**config.mk**
```make
export PLATFORM = sky130hd
export DESIGN_NAME = spi_flash_ctrl
export DESIGN_NICKNAME = d
export VERILOG_FILES = /design/src/rtl/spi_ctrl_pkg.sv /design/src/rtl/spi_wb_access.sv /design/src/rtl/spi_flash_ctrl.sv
export SDC_FILE = /design/constraint.sdc
export NUM_CORES = 1
export LEC_CHECK = 0
export CAP_MARGIN = 10
export CORE_MARGIN = 10
export CORE_UTILIZATION = 53
export CTS_CLUSTER_SIZE = 8
export DETAILED_ROUTE_END_ITERATION = 10
export PLACE_DENSITY = 0.84
export SYNTH_ARGS = -nofsm -noshare
export SYNTH_HDL_FRONTEND = slang
export SYNTH_SLANG_ARGS = --single-unit
```
**constraint.sdc**
```tcl
create_clock -name clk_i -period 2.5 [get_ports clk_i]
set_clock_uncertainty 0.15 [all_clocks]
set_input_delay 0.5 -clock clk_i [delete_from_list [all_inputs] [get_ports clk_i]]
set_output_delay 0.5 -clock clk_i [all_outputs]
set_load 0.02 [all_outputs]
```
**src/rtl/spi_ctrl_pkg.sv**
```systemverilog
// Shared constants for the SPI flash command sequencer and its Wishbone
// access engine: core register map, status/control bit positions, FSM
// encodings and common flash opcodes.
package spi_ctrl_pkg;

  // SPI core register addresses
  localparam logic [1:0] SPCR = 2'd0;
  localparam logic [1:0] SPSR = 2'd1;
  localparam logic [1:0] SPDR = 2'd2;
  localparam logic [1:0] SPER = 2'd3;

  // SPSR bit positions
  localparam int SPIF    = 7;
  localparam int WCOL    = 6;
  localparam int WFFULL  = 3;
  localparam int WFEMPTY = 2;
  localparam int RFFULL  = 1;
  localparam int RFEMPTY = 0;

  // SPCR bit positions
  localparam int SPIE = 7;
  localparam int SPE  = 6;
  localparam int SCS  = 5;

  // Flash opcodes
  localparam logic [7:0] OP_READ = 8'h03;
  localparam logic [7:0] OP_RDSR = 8'h05;
  localparam logic [7:0] OP_WREN = 8'h06;
  localparam logic [7:0] OP_RDID = 8'h9F;

  typedef enum logic [3:0] {
    S_INIT_ER, S_INIT_CR, S_IDLE, S_CS_ON, S_TX,
    S_POLL, S_RX, S_OUT, S_CS_OFF, S_DONE
  } main_state_e;

  typedef enum logic [1:0] {A_IDLE, A_STB, A_WAIT} acc_state_e;

  // One register access for the engine
  typedef struct packed {
    logic       we;
    logic [1:0] adr;
    logic [7:0] wdata;
  } acc_req_t;

endpackage

```
**src/rtl/spi_wb_access.sv**
```systemverilog
// Single-access Wishbone engine: one-cycle strobe, then wait for ack with
// strobe low. The core pops its RX FIFO on every strobed data read, so the
// strobe must never last more than one cycle.
module spi_wb_access
  import spi_ctrl_pkg::*;
(
  input  logic       clk_i,
  input  logic       rst_i,
  input  logic       start_i,
  input  acc_req_t   req_i,
  output logic       done_o,
  output logic [7:0] rdata_o,
  output logic       stb_o,
  output logic       we_o,
  output logic [1:0] adr_o,
  output logic [7:0] dat_o,
  input  logic [7:0] dat_i,
  input  logic       ack_i
);

  acc_state_e state;

  // Strobe for one cycle, capture read data in the ack cycle
  always_ff @(posedge clk_i or negedge rst_i) begin
    if (!rst_i) begin
      state   <= A_IDLE;
      done_o  <= 1'b0;
      rdata_o <= '0;
      stb_o   <= 1'b0;
      we_o    <= 1'b0;
      adr_o   <= '0;
      dat_o   <= '0;
    end else begin
      done_o <= 1'b0;
      case (state)
        A_IDLE: if (start_i) begin
          stb_o <= 1'b1;
          we_o  <= req_i.we;
          adr_o <= req_i.adr;
          if (req_i.we) dat_o <= req_i.wdata;
          state <= A_STB;
        end
        A_STB: begin
          stb_o <= 1'b0;
          if (ack_i) begin
            done_o  <= 1'b1;
            rdata_o <= dat_i;
            state   <= A_IDLE;
          end else begin
            state <= A_WAIT;
          end
        end
        A_WAIT: if (ack_i) begin
          done_o  <= 1'b1;
          rdata_o <= dat_i;
          state   <= A_IDLE;
        end
        default: state <= A_IDLE;
      endcase
    end
  end

endmodule

```
**src/rtl/spi_flash_ctrl.sv**
```systemverilog
// SPI flash command sequencer. Configures the Wishbone SPI core after reset,
// then runs CS-on / opcode / optional address / N reads / CS-off with exactly
// one byte in flight, streaming read bytes on a valid/ready port.
module spi_flash_ctrl
  import spi_ctrl_pkg::*;
#(
  parameter logic [3:0] CLK_DIV   = 4'b0000,
  parameter logic       CPOL      = 1'b0,
  parameter logic       CPHA      = 1'b0,
  parameter logic [7:0] FILL_BYTE = 8'hFF
) (
  input  logic        clk_i,
  input  logic        rst_i,
  input  logic        req_valid_i,
  output logic        req_ready_o,
  input  logic [7:0]  req_cmd_i,
  input  logic        req_has_addr_i,
  input  logic [23:0] req_addr_i,
  input  logic [15:0] req_len_i,
  output logic        rd_valid_o,
  output logic [7:0]  rd_data_o,
  input  logic        rd_ready_i,
  output logic        done_o,
  output logic        busy_o,
  output logic        spi_cyc_o,
  output logic        spi_stb_o,
  output logic        spi_we_o,
  output logic [1:0]  spi_adr_o,
  output logic [7:0]  spi_dat_o,
  input  logic [7:0]  spi_dat_i,
  input  logic        spi_ack_i
);

  // spcr with chip-select released (bit5=1) and with it asserted
  localparam logic [7:0] SPCR_CS_OFF = {1'b0, 1'b1, 1'b1, 1'b0, CPOL, CPHA, CLK_DIV[1:0]};
  localparam logic [7:0] SPCR_CS_ON  = SPCR_CS_OFF & ~(8'h01 << SCS);
  localparam logic [7:0] SPER_VAL    = {2'b00, 4'b0000, CLK_DIV[3:2]};

  main_state_e state;
  logic        pend;       // access issued for the current state, awaiting done
  logic        start;
  acc_req_t    acc_req;
  acc_req_t    acc_nxt;
  logic        acc_done;
  logic [7:0]  acc_rdata;
  logic        acc_stb;
  logic        is_acc;
  logic [2:0]  hdr_cnt;    // header bytes still to be clocked out
  logic [31:0] hdr_sr;     // opcode then address, MSB first
  logic [15:0] byte_cnt;

  assign req_ready_o = (state == S_IDLE);
  assign busy_o      = (state != S_IDLE);
  assign spi_cyc_o   = acc_stb;
  assign spi_stb_o   = acc_stb;
  assign is_acc      = state inside {S_INIT_ER, S_INIT_CR, S_CS_ON, S_TX,
                                     S_POLL, S_RX, S_CS_OFF};

  // Register access requested by each bus-using state
  always_comb begin
    acc_nxt = '{we: 1'b1, adr: SPCR, wdata: SPCR_CS_OFF};
    case (state)
      S_INIT_ER: acc_nxt = '{we: 1'b1, adr: SPER, wdata: SPER_VAL};
      S_CS_ON:   acc_nxt = '{we: 1'b1, adr: SPCR, wdata: SPCR_CS_ON};
      S_TX:      acc_nxt = '{we: 1'b1, adr: SPDR,
                             wdata: (hdr_cnt != 3'd0) ? hdr_sr[31:24] : FILL_BYTE};
      S_POLL:    acc_nxt = '{we: 1'b0, adr: SPSR, wdata: 8'h00};
      S_RX:      acc_nxt = '{we: 1'b0, adr: SPDR, wdata: 8'h00};
      default:   ;
    endcase
  end

  // Main sequencer: one access per bus state, then advance on its done
  always_ff @(posedge clk_i or negedge rst_i) begin
    if (!rst_i) begin
      state      <= S_INIT_ER;
      pend       <= 1'b0;
      start      <= 1'b0;
      acc_req    <= '0;
      hdr_cnt    <= '0;
      hdr_sr     <= '0;
      byte_cnt   <= '0;
      rd_valid_o <= 1'b0;
      rd_data_o  <= '0;
      done_o     <= 1'b0;
    end else begin
      start <= 1'b0;
      if (is_acc) begin
        if (!pend) begin
          start   <= 1'b1;
          pend    <= 1'b1;
          acc_req <= acc_nxt;
        end else if (acc_done) begin
          pend <= 1'b0;
          case (state)
            S_INIT_ER: state <= S_INIT_CR;
            S_INIT_CR: state <= S_IDLE;
            S_CS_ON:   state <= S_TX;
            S_TX:      state <= S_POLL;
            S_POLL:    state <= acc_rdata[RFEMPTY] ? S_POLL : S_RX;
            S_RX: begin
              if (hdr_cnt != 3'd0) begin
                hdr_cnt <= hdr_cnt - 3'd1;
                hdr_sr  <= hdr_sr << 8;
                state   <= (hdr_cnt != 3'd1 || byte_cnt != 16'd0) ? S_TX : S_CS_OFF;
              end else begin
                rd_data_o  <= acc_rdata;
                rd_valid_o <= 1'b1;
                state      <= S_OUT;
              end
            end
            S_CS_OFF: begin
              done_o <= 1'b1;
              state  <= S_DONE;
            end
            default: state <= S_INIT_ER;
          endcase
        end
      end else begin
        case (state)
          S_IDLE: if (req_valid_i) begin
            hdr_sr   <= {req_cmd_i, req_addr_i};
            hdr_cnt  <= req_has_addr_i ? 3'd4 : 3'd1;
            byte_cnt <= req_len_i;
            state    <= S_CS_ON;
          end
          S_OUT: if (rd_ready_i) begin
            rd_valid_o <= 1'b0;
            byte_cnt   <= byte_cnt - 16'd1;
            state      <= (byte_cnt != 16'd1) ? S_TX : S_CS_OFF;
          end
          S_DONE: begin
            done_o <= 1'b0;
            state  <= S_IDLE;
          end
          default: state <= S_INIT_ER;
        endcase
      end
    end
  end

  spi_wb_access u_acc (
    .clk_i   (clk_i),
    .rst_i   (rst_i),
    .start_i (start),
    .req_i   (acc_req),
    .done_o  (acc_done),
    .rdata_o (acc_rdata),
    .stb_o   (acc_stb),
    .we_o    (spi_we_o),
    .adr_o   (spi_adr_o),
    .dat_o   (spi_dat_o),
    .dat_i   (spi_dat_i),
    .ack_i   (spi_ack_i)
  );

endmodule

```
==> summary.txt, run 1 <==
Status
  • Status: complete, no violations

Clock tree
  • CTS tree: yes
  • H-tree depth: 3
  • Clock Tree Root: clkbuf_8
  • Clk_lat worst skew: 0.36 ns
  • Reg clk slew, reported paths: around 0.09 ns
  • Clk sink count: 101
  • CTS buffer count: 9
  • Clock buffer depth: 2

STA
  • Total Neg Setup Slack: 0 ns
  • Final worst-path cycle share: 95.3%
  • Worst slew pin tran: 0.548 ns
  • RSZ-0062 raised after global routing: no
  • Tmin final: roughly 2.4 ns
  • Final hold violations: 0
  • Setup Viol. Count Final: 0
  • Worst hold slack: around 0.34 ns
  • Final Max Tran Viols: 0
  • Max-slew headroom: 63.4%
  • F_max: 420 MHz

Synth
  • Yosys top cell by area: dfrtp_1
  • Synthesized netlist cell count: between 400 and 500
  • Synthesized flop and latch total: 101
  • Asr flop ratio synth: 100%
  • Library cells used by synthesis: 59
  • Synth Net Count: 547
  • Synth Area per Inst: between 10 and 15 um2
  • Top_reg_cell synth: dfrtp_1
  • Top area cells in the synthesized netlist: dfrtp_1, mux2_2, mux2i_1
  • Yosys top cell area share: 51.1%
  • Post-Synthesis Cell Area: about 5000 um2
  • Post-synth EDFFs: 0
  • Register area share after synthesis: 51.1%
  • Synth warn: 0

Cells and area
  • Fillers: 706
  • Ant. Diodes: 0
  • Post-layout nets: 631
  • Reg area: 2530 um2
  • Design area: 6230 um2
  • Combined area of the multi-input logic cells: 2250 um2
  • Most common cell after layout, fill and taps aside: dfrtp_1
  • Layout cells sized above 1: between 10 and 15%
  • Post-Layout Cell Count: 676
  • Most frequent cells in the layout: dfrtp_1, clkdlybuf4s50_1, nand2_1
  • Area delta synth->final: 26.0%

Global routing
  • Largest net degree at the start of global routing: 79
  • Total track usage: between 10% and 20%
  • First-pass GRT wire length: 19.8 mm
  • GRT overflow: 0
  • Initial antenna violation count: 0
  • Vias in the first global route: 4225

Critical path
  • WS Path Type: flip-flop to primary output
  • Max Fanout on Critical Path: 3
  • Worst path top cell family by delay: buffers and inverters
  • Crit-path slowest cell: clkdlybuf4s50_1
  • WP data required: about 1.9 ns
  • Crit end category: primary output
  • CP startpoint kind: flip-flop
  • Crit path arrival time: 1.73 ns
  • Crit-path cells: nor4b_4 > inv_1 > clkdlybuf4s50_1
  • Slowest stage delay, CP: around 0.54 ns
  • CP bufs+invs: 2

Job
  • Max_cap viols: 0

Floorplanning
  • I/O pin cnt: 87
  • Core Area: 9150 um2
  • Initial Utilization: 54.0%
  • Row cnt: 35
  • Die width: 117 um
  • Die footprint: between 10000 and 15000 um2
  • DIE HEIGHT: 117 um

Worst hold path
  • Tightest Hold Check Type: flip-flop to flip-flop

Drt
  • Total wire length: 11.4 mm
  • M1 wire length: 4.75 mm
  • ANT nets after route: 0
  • Vias post-DR: 3899
  • DRT iter0 DRCs: 308
  • Drt first pass iters: 5
  • Drt drc: 0
  • Post-DR wirelength/cell: 16.9 um
  • Top routing layer in use: met4
  • Met2 wire length: slightly below 6 mm
  • Via-to-Cell Ratio: between 5 and 6
  • Met3 WL: about 700 um

Pwr
  • PwrDens: 1120 nW/um2
  • Pwr Total: 6.96 mW
  • VDD IR max: 505 uV
  • Lkg Pwr: 2.82 nW

Placed design
  • DP HPWL: 8.31 mm
  • DP Area: roughly 6000 um2
  • Routability Congestion: about 0.8
  • PortBufs: 86
  • Placed cells: 659
==> cell families after synthesis <==
logic type | after synthesis | share of synthesized area (%)
AO/OA/AOI/OAI | 140 | 17.6
adder cells (fa/ha/maj) | 9 | 2.28
buffers and inverters | 43 | 3.97
multiplexers | 54 | 11.6
AND/OR/NAND/NOR | 129 | 13.4
flip-flops | 101 | 51.1
==> path summary, 6_finish.rpt <==
check	cells after the start	startpoint	to	slack (ns)
max	3	state[0]	busy_o	0.12
min	2	u_acc.we_o	u_acc.we_o	0.34
max reg2reg	6	state[2]	byte_cnt[15]	0.29
min reg2reg	2	u_acc.we_o	u_acc.we_o	0.34
max in group asynchronous	3	rst_i	hdr_cnt[2]	1.08
min in group asynchronous	2	rst_i	u_acc.dat_o[4]	0.41
==> state kept, by name, indices dropped and copies added, names as in the netlist <==
register	count
acc_req	11
pend	1
start	1
hdr_cnt	3
u_acc.state	2
rd_valid_o	1
done_o	1
hdr_sr	32
state	4
u_acc.dat_o	8
u_acc.stb_o	1
u_acc.done_o	1
u_acc.adr_o	2
u_acc.we_o	1
byte_cnt	16
u_acc.rdata_o	8
rd_data_o	8
==> per-stage QoR <==
step	util (%)	setup slack (ns)
2_1_floorplan	-	0.304
3_3_place_gp	65.3	0.146
3_5_place_dp	65.3	0.0692
4_1_cts	68.1	0.0681
5_1_grt	68.1	0.0102
6_report	68.1	0.116
==> report_power, final <==
group | switching (mW) | leakage [nW] | internal, mW
combinational | 1.54 | 1.45 | 1.38
clock | 0.625 | 0.120 | 0.591
sequential | 0.493 | 1.25 | 2.33
total | 2.66 | 2.82 | 4.30
==> synth_stat cells (all sizes together), types with 6 or more instances <==
library cell and count:
dfrtp 101, o21ai 59, nand2 56, mux2 28, a21oi 27, mux2i 26, clkbuf 18, nor2 18
inv 13, buf 12, nor2b 10, a22o 9, ha 9, o22ai 9, nor3 8, a2bb2oi 6
nand2b 6, nand3 6
==> metal layers <==
metal  vias up  GRT usage [%]
met5         -              0
met2        98           30.6
li1       1895              -
met1      1894           21.5
met3        12           4.83
met4         0           4.61
==> repair_timing <==
item                                   CTS  global route
setup buffers                            0             0
gates resized for setup                  2             0
hold buffers                             1             0
endpoints found under the hold margin   23             0
setup endpoints to repair                2             0
==> cell type report <==
type | count | area share [%]
Inverter | 13 | 0.783
Clock inverter | 7 | 1.83
Multi-Input combinational cell | 332 | 36.2
Clock buffer | 9 | 1.99
Sequential cell | 101 | 40.6
Tap cell | 111 | 2.23
Timing Repair Buffer | 103 | 16.4
==> tightest hold or removal path: cells and delay by family (launching register included) <==
kind | cells | cell delay [ns]
flip-flops | 1 | 0.35
AND/OR/NAND/NOR | 2 | 0.11
(Power assumes the default switching activity.)
==> run 2, diff against run 1 <==
- SLEW_MARGIN: not set -> 20
==> results of run 2 <==
No change in the layout: final DEF, timing and power equal those of run 1.
==> run 3, diff against run 2 <==
- REMOVE_ABC_BUFFERS: not set -> 1
- SYNTH_HIERARCHICAL: not set -> 1
==> summary.txt, run 3 <==
Drt
  • Total wire length: 11.3 mm
  • Post-DR wirelength/cell: ~16 um
  • Vias post-DR: 3943
  • Via-to-Cell Ratio: ~5.5
  • ANT nets after route: 0
  • Drt drc: 0
  • Drt first pass iters: 5
  • DRT iter0 DRCs: 224

Critical path
  • Slowest stage delay, CP: 0.55 ns
  • Max Fanout on Critical Path: 3
  • WS Path Type: flip-flop to primary output
  • Crit path arrival time: 1.74 ns
  • Worst r2r dst: byte_cnt[8]
  • FF-to-FF path depth: 6
  • Reg2reg start: state[3]
  • WP data required: 1.85 ns
  • Crit path launch: state[3]
  • CP startpoint kind: flip-flop
  • Reg2reg setup slack: about 0.16 ns
  • Crit end category: primary output
  • Crit-path cells: nor4b_4 > inv_1 > clkdlybuf4s50_1
  • Crit-path slowest cell: clkdlybuf4s50_1

Synth
  • Post-synth EDFFs: 0
  • Synth warn: 6
  • Post-Synthesis Cell Area: 5050 um2
  • Synthesized flop and latch total: 101
  • Synth Area per Inst: around 10 um2
  • Top-count cell post-synth: dfrtp_1
  • Asr flop ratio synth: 100%
  • Register area share after synthesis: 50.0%
  • Top_reg_cell synth: dfrtp_1
  • Post-synth top cells: dfrtp_1, o21ai_0, nand2_1
  • Top area cells in the synthesized netlist: dfrtp_1, o21ai_0, mux2_2
  • Synthesized netlist cell count: around 500
  • Yosys top cell by area: dfrtp_1
  • Yosys top cell area share: 50.0%
  • Library cells used by synthesis: 62

Floorplanning
  • Initial Utilization: 54.4%
  • Core Area: 9280 um2
  • Row cnt: 35
  • Die footprint: 13800 um2
  • I/O pin cnt: 87
  • DIE HEIGHT: roughly 120 um
  • Die width: ~120 um

Clock tree
  • CTS tree: yes
  • Clock buffer depth: 2
  • Clk_lat worst skew: 0.37 ns
  • Clock Tree Root: clkbuf_8
  • Clk sink count: 101
  • CTS buffer count: 9
  • H-tree depth: 3
  • Reg clk slew, reported paths: 0.10 ns

Global routing
  • First-pass GRT wire length: 19.4 mm
  • Vias in the first global route: 3978
  • Initial antenna violation count: 0
  • GRT overflow: 0
  • Total track usage: between 10% and 20%
  • Largest net degree at the start of global routing: 49

Cells and area
  • Layout cells sized above 1: 13.5%
  • Final core occ: roughly two thirds
  • Area delta synth->final: 24.9%
  • Regs by FF count: hdr_sr x32, byte_cnt x16, acc_req x11
  • Fillers: 713
  • Reg area: 2530 um2
  • Most common cell after layout, fill and taps aside: dfrtp_1
  • Max reg flops: 32
  • Design area: 6310 um2
  • Most frequent cells in the layout: dfrtp_1, clkdlybuf4s50_1, o21ai_0
  • Ant. Diodes: 0
  • Post-layout nets: between 600 and 700
  • Top reg by flops: hdr_sr
  • Combined area of the multi-input logic cells: 2340 um2

Pwr
  • Lkg Pwr: roughly 2.7 nW
  • PwrDens: 1090 nW/um2
  • Sw Ratio: 40.6%
  • Switch Pwr: 2.79 mW
  • Sequential Power Share: 40.1%
  • Clock power share: between 15 and 20%
  • Pint: 4.08 mW
  • Logic pwr share: about 44%
  • Pwr Total: 6.87 mW
  • VDD IR max: 415 uV

STA
  • Tmin final: roughly 2.4 ns
  • Worst hold slack: -0.0223 ns
  • Final hold violations: 33
  • Max-slew headroom: between 60% and 70%
  • Final worst-path cycle share: 95.6%
  • Final Max Tran Viols: 0
  • F_max: 418 MHz
  • RSZ-0062 raised after global routing: no
  • Worst slew pin tran: 0.595 ns
  • Setup Viol. Count Final: 0

Placed design
  • Routability Congestion: about 0.86
  • DP HPWL: 8.31 mm
  • DP Area: a little over 6000 um2
  • PortBufs: 86

Job
  • Max_cap viols: 0

Status
  • Status: complete, but fails checks
  • Violated checks: negative hold slack

Worst hold path
  • Tightest Hold Check Type: input port to asynchronous set/reset pin
-- run 3: cell types whose count changed after synthesis, moves of 7 or more --
cell     change
o21ai_0     +54
o21ai_1     -30
nand2_1     +16
a22o_1       -7
o22ai_1      -7
-- run 3: cells by family after synthesis --
kind of cell	count (synthesis)	share of synthesized area [%]
compound gates	143	16.7
fa+ha+maj	11	2.72
buf+inv	49	4.08
flops	101	50.0
mux	54	11.5
simple gates	145	15.1
-- run 3: final cells by class --
cell class / count / share of cell area [%]
flip-flops and latches: 101 / 40.0
multi-input cells: 353 / 37.1
repair buffers: 103 / 16.2
well taps: 129 / 2.56
clock buffers: 9 / 1.96
clock inverters: 7 / 1.41
inverters: 13 / 0.773
-- run 3: power groups by stage --
| stage | Sequential, mW | Clock (mW) | Combinational [mW] |
|---|---|---|---|
| after floorplan | 2.91 | 0 | 1.82 |
| after global placement | 2.74 | 0 | 2.91 |
| after detailed placement | 2.79 | 0 | 3.05 |
| after CTS | 2.76 | 1.09 | 3.07 |
| after global routing | 2.86 | 1.15 | 3.42 |
| final | 2.76 | 1.06 | 3.05 |
-- run 3: worst max-delay path by stage --
stage              endpoint  cells after the start  slack [ns]
2_1_floorplan     hdr_sr[0]                      6       -1.44
3_3_place_gp    byte_cnt[3]                      6        0.24
3_5_place_dp   byte_cnt[11]                      5        0.16
4_1_cts              busy_o                      3        0.01
5_1_grt         byte_cnt[9]                      6       0.004
6_report             busy_o                      3        0.11
-- run 3: what timing repair did --
item                                    4_1_cts  5_1_grt
pin swaps                                     0        1
hold buffers                                  0        0
endpoints found under the setup margin        2        1
setup buffers                                 0        1
gates resized for setup                       2        0
gates cloned                                  0        0
-- run 3: per-layer routing --
layer | vias to the layer above | share of wire (%) | global-route usage, %
li1 | 1937 | - | -
met1 | 1886 | 44 | 21.0
met2 | 109 | 50 | 27.0
met3 | 11 | 4.9 | 3.55
met4 | 0 | 0.90 | 4.48
met5 | - | 0 | 0
-- run 3: per-stage QoR --
step	setup TNS (ns)	cells	setup WS, ns	hold WS [ns]
global placement	0	698	0.242	0.307
CTS	0	714	0.0128	0.000622
global route	0	715	0.00415	0.0264
detailed placement	0	698	0.164	0.317
finish	0	715	0.110	-0.0223
floorplan	-50.05	467	-1.44	0.0544
-- run 3: worst max-delay path, delay by kind of cell, from the launching register on --
family | cells | cell delay [ns]
and+or+nand+nor | 1 | 0.32
buffers and inverters | 2 | 0.63
DFF | 1 | 0.43
